File: config.mk
export PLATFORM = sky130hd
export DESIGN_NAME = iterative_shift_ctrl
export DESIGN_NICKNAME = d
export VERILOG_FILES = /design/src/rtl/shift_pkg.sv /design/src/rtl/shift_step_unit.sv /design/src/rtl/iterative_shift_ctrl.sv
export SDC_FILE = /design/constraint.sdc
export NUM_CORES = 1
export LEC_CHECK = 0
export ABC_CLOCK_PERIOD_IN_PS = 1800
export CAP_MARGIN = 20
export CORE_MARGIN = 2
export CORE_UTILIZATION = 45
export CTS_CLUSTER_SIZE = 12
export DETAILED_ROUTE_END_ITERATION = 12
export GPL_ROUTABILITY_DRIVEN = 0
export PLACE_DENSITY = 0.75
export RECOVER_POWER = 50
export SYNTH_ARGS = -nofsm -noshare
export SYNTH_HDL_FRONTEND = slang
export SYNTH_SLANG_ARGS = --single-unit
File: constraint.sdc
create_clock -name clock -period 1.8 [get_ports clock]
set_input_delay 0.36 -clock clock [delete_from_list [all_inputs] [get_ports clock]]
set_output_delay 0.36 -clock clock [all_outputs]
set_load 0.005 [all_outputs]
File: src/rtl/shift_pkg.sv
// Shared definitions for the iterative shift unit.
//   - op encodings (sll/srl/sra/rol) as carried on the 2-bit op field
//   - controller state encoding
//   - default datapath width and shift-amount width
package shift_pkg;

  localparam int DEF_WIDTH   = 32;
  localparam int DEF_SHAMT_W = 5;

  typedef enum logic [1:0] {
    OP_SLL = 2'b00,
    OP_SRL = 2'b01,
    OP_SRA = 2'b10,
    OP_ROL = 2'b11
  } op_e;

  typedef enum logic [1:0] {
    ST_IDLE  = 2'b00,
    ST_SHIFT = 2'b01,
    ST_DONE  = 2'b10
  } state_e;

endpackage

File: src/rtl/shift_step_unit.sv
// Combinational single-bit shift step.
//   w_in  : current working value
//   op    : selected operation (sll/srl/sra/rol)
//   w_out : working value after one bit of the selected shift
module shift_step_unit
  import shift_pkg::*;
#(
  parameter int WIDTH = DEF_WIDTH
) (
  input  logic [WIDTH-1:0] w_in,
  input  op_e              op,
  output logic [WIDTH-1:0] w_out
);

  always_comb begin
    w_out = w_in;
    case (op)
      OP_SLL:  w_out = {w_in[WIDTH-2:0], 1'b0};
      OP_SRL:  w_out = {1'b0, w_in[WIDTH-1:1]};
      OP_SRA:  w_out = {w_in[WIDTH-1], w_in[WIDTH-1:1]};
      OP_ROL:  w_out = {w_in[WIDTH-2:0], w_in[WIDTH-1]};
      default: w_out = w_in;
    endcase
  end

endmodule

File: src/rtl/iterative_shift_ctrl.sv
// Multi-cycle shift controller: accepts one request (data, amount, op),
// shifts one bit per clock, then offers the result until consumed.
//   clock, reset_n        : clock and synchronous active-low reset
//   in_valid / in_ready   : request handshake (data_in, shamt, op)
//   out_valid / out_ready : result handshake (result)
//   busy                  : high while a request is in flight (SHIFT/DONE)
// All outputs come straight from flops; nothing on in_* or out_ready
// reaches an output combinationally.
module iterative_shift_ctrl
  import shift_pkg::*;
#(
  parameter int WIDTH   = DEF_WIDTH,
  parameter int SHAMT_W = DEF_SHAMT_W
) (
  input  logic               clock,
  input  logic               reset_n,
  input  logic               in_valid,
  output logic               in_ready,
  input  logic [WIDTH-1:0]   data_in,
  input  logic [SHAMT_W-1:0] shamt,
  input  logic [1:0]         op,
  output logic               out_valid,
  input  logic               out_ready,
  output logic [WIDTH-1:0]   result,
  output logic               busy
);

  localparam logic [SHAMT_W-1:0] CNT_ONE = SHAMT_W'(1);

  state_e             state_q, state_d;
  logic [WIDTH-1:0]   work_q, work_d;
  logic [SHAMT_W-1:0] cnt_q, cnt_d;
  op_e                op_q, op_d;
  logic               in_ready_q, in_ready_d;
  logic               out_valid_q, out_valid_d;
  logic               busy_q, busy_d;
  logic [WIDTH-1:0]   result_q, result_d;
  logic [WIDTH-1:0]   step_w;

  shift_step_unit #(
    .WIDTH(WIDTH)
  ) u_step (
    .w_in (work_q),
    .op   (op_q),
    .w_out(step_w)
  );

  always_comb begin
    state_d = state_q;
    work_d  = work_q;
    cnt_d   = cnt_q;
    op_d    = op_q;
    case (state_q)
      ST_IDLE: begin
        if (in_valid) begin
          work_d  = data_in;
          cnt_d   = shamt;
          op_d    = op_e'(op);
          state_d = (shamt == '0) ? ST_DONE : ST_SHIFT;
        end
      end
      ST_SHIFT: begin
        work_d = step_w;
        cnt_d  = cnt_q - CNT_ONE;
        // The step applied with one remaining is the last one.
        if (cnt_q == CNT_ONE) state_d = ST_DONE;
      end
      ST_DONE: begin
        if (out_ready) state_d = ST_IDLE;
      end
      default: state_d = ST_IDLE;
    endcase

    // Outputs are precomputed from the next state so they can be registered.
    in_ready_d  = (state_d == ST_IDLE);
    out_valid_d = (state_d == ST_DONE);
    busy_d      = (state_d != ST_IDLE);
    result_d    = out_valid_d ? work_d : '0;
  end

  always_ff @(posedge clock) begin
    if (!reset_n) begin
      state_q     <= ST_IDLE;
      work_q      <= '0;
      cnt_q       <= '0;
      op_q        <= OP_SLL;
      in_ready_q  <= 1'b1;
      out_valid_q <= 1'b0;
      busy_q      <= 1'b0;
      result_q    <= '0;
    end else begin
      state_q     <= state_d;
      work_q      <= work_d;
      cnt_q       <= cnt_d;
      op_q        <= op_d;
      in_ready_q  <= in_ready_d;
      out_valid_q <= out_valid_d;
      busy_q      <= busy_d;
      result_q    <= result_d;
    end
  end

  assign in_ready  = in_ready_q;
  assign out_valid = out_valid_q;
  assign busy      = busy_q;
  assign result    = result_q;

endmodule

Word-level counts from Yosys, hierarchy flattened
Index checks and enable logic that the tools add are counted.
- register bits after elaboration: 76
- bits in latches: 0
- memory bits (writable): 0
- ROM bits: 0
- input bits: 43
- output and inout bits: 35
- memories kept: 0
- add/subtract/negate cells: 1
- multiply operators: 0
- divide/modulo/power cells: 0
- magnitude comparators: 0
- equal/unequal tests: 8
- shift-type cells: 0
- muxes and demuxes: 10
- bitwise gates (word level): 0
- reduce and logical (&&, ||, !) cells: 9
- operators by type and width (cell ; number):
    $pmux 32 s4 ; 1
    $pmux 32 s2 ; 1
    $mux 32 ; 1
    $pmux 5 s2 ; 1
    $eq 2x2->1 const B ; 4
    $mux 2 ; 4
    $logic_not 2->1 ; 3
    $pmux 2 s3 ; 1
    $reduce_and 2->1 ; 3
    $eq 5x1->1 const B ; 1
    $logic_not 5->1 ; 1
    $mux 5 ; 1
    $sub 5x1->5 const B ; 1
    $eq 2x1->1 const B ; 2
    $reduce_bool 2->1 ; 2
    $ne 2x2->1 const B ; 1

Logic depth before layout (Yosys ltp)
- depth in word-level cells: 6
- mapped depth: 8
- gate-level depth less buffers: 7

Cells and area by module
From an unflattened synthesis, not the netlist that was laid out.
- cell total of the unflattened synthesis: 334
- area, all modules: 3734.8 um^2
- modules (own cells, without submodules) (module ; times used ; cells an instance ; area an instance (um^2) ; seq. area each (um^2)):
    iterative_shift_ctrl ; 1 ; 293 ; 3185.6 ; 1521.5
    shift_step_unit ; 1 ; 41 ; 549.3 ; 0.0

Least setup slack after synthesis
OpenSTA, ideal clock, no wires.
- path type: register -> register
- from: register cnt_q[1]
- to: register result_q[3] (netlist: result[3])
- library setup time: 88 ps
- data arrival time: 1629 ps
- required time: 1712 ps
- setup slack: 83 ps
- cell stages (with the launch flop): 8
- path buffers: 1
- period minus slack after synthesis: 1717 ps
- path through: dfxtp_1 inv_1 ha_1 or4b_4 a22oi_2 o21ai_2 buf_6 nor4_2
- cells in the longest elaborated chain, start to end: 5
- ends and longest elaborated chain (element ; RTL line ; source):
    start, declared ; iterative_shift_ctrl.sv:32 ; logic [SHAMT_W-1:0] cnt_q, cnt_d;
    start signal, assigned ; iterative_shift_ctrl.sv:94 ; cnt_q <= cnt_d;
    $eq 5x1->1 ; iterative_shift_ctrl.sv:66 ; if (cnt_q == CNT_ONE) state_d = ST_DONE;
    $mux 2 ; iterative_shift_ctrl.sv:66 ;
    $pmux 2 s3 ; iterative_shift_ctrl.sv:53 ; case (state_q)
    $eq 2x2->1 ; iterative_shift_ctrl.sv:76 ; out_valid_d = (state_d == ST_DONE);
    $reduce_and 2->1 (no line) ; n/a ;
    end signal, assigned ; iterative_shift_ctrl.sv:99 ; result_q <= result_d;
    end, declared ; iterative_shift_ctrl.sv:37 ; logic [WIDTH-1:0] result_q, result_d;
Every way passes these cells.
A chain may end at the register's enable or synchronous reset.

Worst setup path in the final report
- from: input port shamt[1]
- to: register result_q[3] (netlist: result[3])
- cells in the longest elaborated chain, start to end: 6
- ends and longest elaborated chain (element ; RTL line ; source):
    start, declared ; iterative_shift_ctrl.sv:20 ; input logic [SHAMT_W-1:0] shamt,
    $logic_not 5->1 ; iterative_shift_ctrl.sv:59 ; state_d = (shamt == '0) ? ST_DONE : ST_SHIFT;
    $mux 2 ; iterative_shift_ctrl.sv:59 ;
    $mux 2 ; iterative_shift_ctrl.sv:55 ; if (in_valid) begin
    $pmux 2 s3 ; iterative_shift_ctrl.sv:53 ;
    $eq 2x2->1 ; iterative_shift_ctrl.sv:76 ;
    $reduce_and 2->1 (no line) ; n/a ;
Every way passes these cells.

==> impl_results.md <==
- Status: finished with violations
- Violated checks: setup timing
- Fmax: 521 MHz
- WL final: 10,600 µm
- DR pass1 iterations: 5
- Period utilisation layout: 1.07
- Hold path depth: 2
- Unique masters post-synth: 45
- Ratio of cells with drive above 1 in the final layout: 0.237
- FF-to-FF Start: cnt_q[1]
- EDFF count, synth: 0
- Clk slew on worst S/H paths: 80 ps
- Die area: 0.00881 mm²
- DP Worst Slack: -527 ps
- ANT nets after route: 0
- Slew Limit Fails: 0
- Routed wire per std cell: 17.8 µm
- Top delay family on crit path: simple AND/OR/NAND/NOR gates
- Clk_lat worst skew: 350 ps
- Power Dens Cells: 926 mW/mm²
- Critical path class: input pin to register
- Flop2flop setup slack: -100 ps
- R2R cell count: 7
- Clk_skew: 9.17 ps
- Mean area per synthesized cell: 9.06 µm²
- CP max stage delay: 570 ps
- Clk buf depth: 2
- Synth top area share: 0.419
- FF+latch count, synth: 76
- Crit path depth: 6
- CTS tree: done
- VDD IR-drop max: 442 µV
- Core ar.: 0.00777 mm²
- Commonest cells in the synthesized netlist: dfxtp_1, nand2_1, nor2_1, nor4_2
- Dominant cells by area after synthesis: dfxtp_1, nor4_2, nand2_1
- DRC: 0
- Startpoint Class: input pin
- Min cycle time layout: 1920 ps
- Data required, critical path: 2060 ps
- DR iter-0 viols: 206
- Final HPWL DP: 6590 µm
- Worst Hold Class: register to register
- Setup WS post-layout: -119 ps
- Largest net degree at the start of global routing: 42
- WP buf/inv: 2
- Nets@finish: 533
- Global route overflow: 0
- Root Buffer: clkbuf_8
- Final Hold Vio Count: 0
- Vias per std cell: 6.00
- Synth Instances: 401
- Vias in the first global route: 3,417
- Crit path top cell by count: nor4_4
- Max cap viols: 0
- Sequential share of the synthesized area: 0.419
- Fraction of registers with async set/reset: 0
- Top_reg_cell synth: dfxtp_1
- RSZ-0062 raised after global routing: yes
- Chip width: 93.8 µm
- Worst slew pin tran: 521 ps
- Leak Pwr: 0.00189 µW
- CTS Buf Count: 9
- Syn-to-layout area delta: 45.6%
- Reg2reg end: result[3]
- Top-count cell post-synth: dfxtp_1
- Min-delay src: cnt_q[4]
- Crit path capture type: register
- Crit path max-delay cell type: or4_4
- Synth Cell Area: 0.00363 mm²
- Ant. Diodes: 0
- Final Util: 0.681
- Worst EP arrival: 2180 ps
- Worst rel slew slack: 0.652
- First-pass GRT wire length: 16,200 µm
- Initial antenna violation count: 0
- Crit Path Max Fanout: 14
- WHS Endpoint: cnt_q[4]
- Initial Util: 0.468
- IO Port Bufs: 77
- H-tree depth: 3
- Synth warnings: 0
- Core Rows: 32
- Syn Nets: 446
- Final setup vio count: 28
- Clock sinks: 76
- Via count: 3,572
- CP cell instances: clkdlybuf4s50_1 -> or4_4 -> nor4_4 -> o21ai_4 -> buf_12 -> nor4_4
- Synth area leader: dfxtp_1
- Die Y: 93.8 µm
- Total track usage: 0.233
- Top Ports: 78
## routing by layer
layer  vias up  global-route usage  part of all wire
met5         -                   0                 0
met4         0               0.105             0.020
met3        21              0.0457             0.063
met2       164               0.386              0.50
met1      1721               0.293              0.42
li1       1666                   -                 -
## worst reg2reg max path, cell delays in order (launching register included)
cell and delay (ps):
dfxtp_2 330, inv_2 70, ha_4 120, or4b_4 470, a22oi_2 220, o21ai_4 120, buf_12 180, nor4_4 300
## state kept, by name, summed over array words and instances, names as in the netlist
signal	flops
result	32
in_ready	1
cnt_q	5
out_valid	1
op_q	2
busy	1
work_q	32
state_q	2
## through the flow
stage / instances / hold slack, ps / total power [µW] / TNS, ps / cell area, µm²
finish: 595 / 552 / 4900 / -1970 / 5290
global placement: 574 / 523 / 3410 / -17620 / 4700
detailed placement: 574 / 524 / 3450 / -19210 / 4700
floorplan: 401 / 474 / 2870 / 0 / 3630
global route: 595 / 584 / 5160 / -4130 / 5290
CTS: 590 / 543 / 4680 / -1760 / 4920
## cell type report
type,count,area [µm²]
clock buffer,13,169
clock inverter,3,18.8
fill,602,2480
inverter,7,38.8
multi-input combinational,283,2240
sequential,76,1530
tap,102,128
timing repair buffer,111,1170
## worst max-delay path by stage
| stage | startpoint | end | slack [ps] |
|---|---|---|---|
| after CTS | cnt_q[1] | result[3] | -80 |
| after global routing | cnt_q[1] | result[16] | -200 |
| final | shamt[1] | result[3] | -120 |
| after global placement | shamt[1] | result[24] | -440 |
| after floorplan | cnt_q[1] | result[3] | 80 |
| after detailed placement | shamt[1] | result[3] | -530 |
## cells by family (layout without fill, tap and decap cells)
kind of cell	count (synthesis)	in the layout	share of synthesized area
compound gates	60	60	0.131
simple gates	217	217	0.380
buf+inv	42	134	0.0534
fa+ha+maj	2	2	0.00689
xor+xnor	2	2	0.00482
mux	2	2	0.00586
flops	76	76	0.419
## report_power, final
group	internal, µW	switching [µW]
registers	1890	181
clock network	615	626
logic	761	825
## layout by cell type (no fill, tap or decap), types with 3 or more instances in the layout
cell type         n
clkdlybuf4s50_1  75
dfxtp_1          72
nand2_1          68
nor2_1           35
and3_1           26
nor4b_1          25
buf_4            20
nor4_4           16
o32ai_2          14
o32ai_1          14
nor4_2           13
clkbuf_8         12
buf_12            9
and4_1            8
a21oi_1           8
nand2b_1          6
nand3_1           5
o21ai_0           5
o32a_1            4
dfxtp_2           4
buf_6             4
inv_1             3
inv_2             3
nor4b_2           3
## timing repair
action	4_1_cts	5_1_grt
resized for setup	4	48
setup endpoints to repair	32	45
buffers inserted	0	4
hold buffers	0	0
gates cloned	0	1
pin swaps	2	10
No activity file was read; power rests on OpenSTA's default activity.
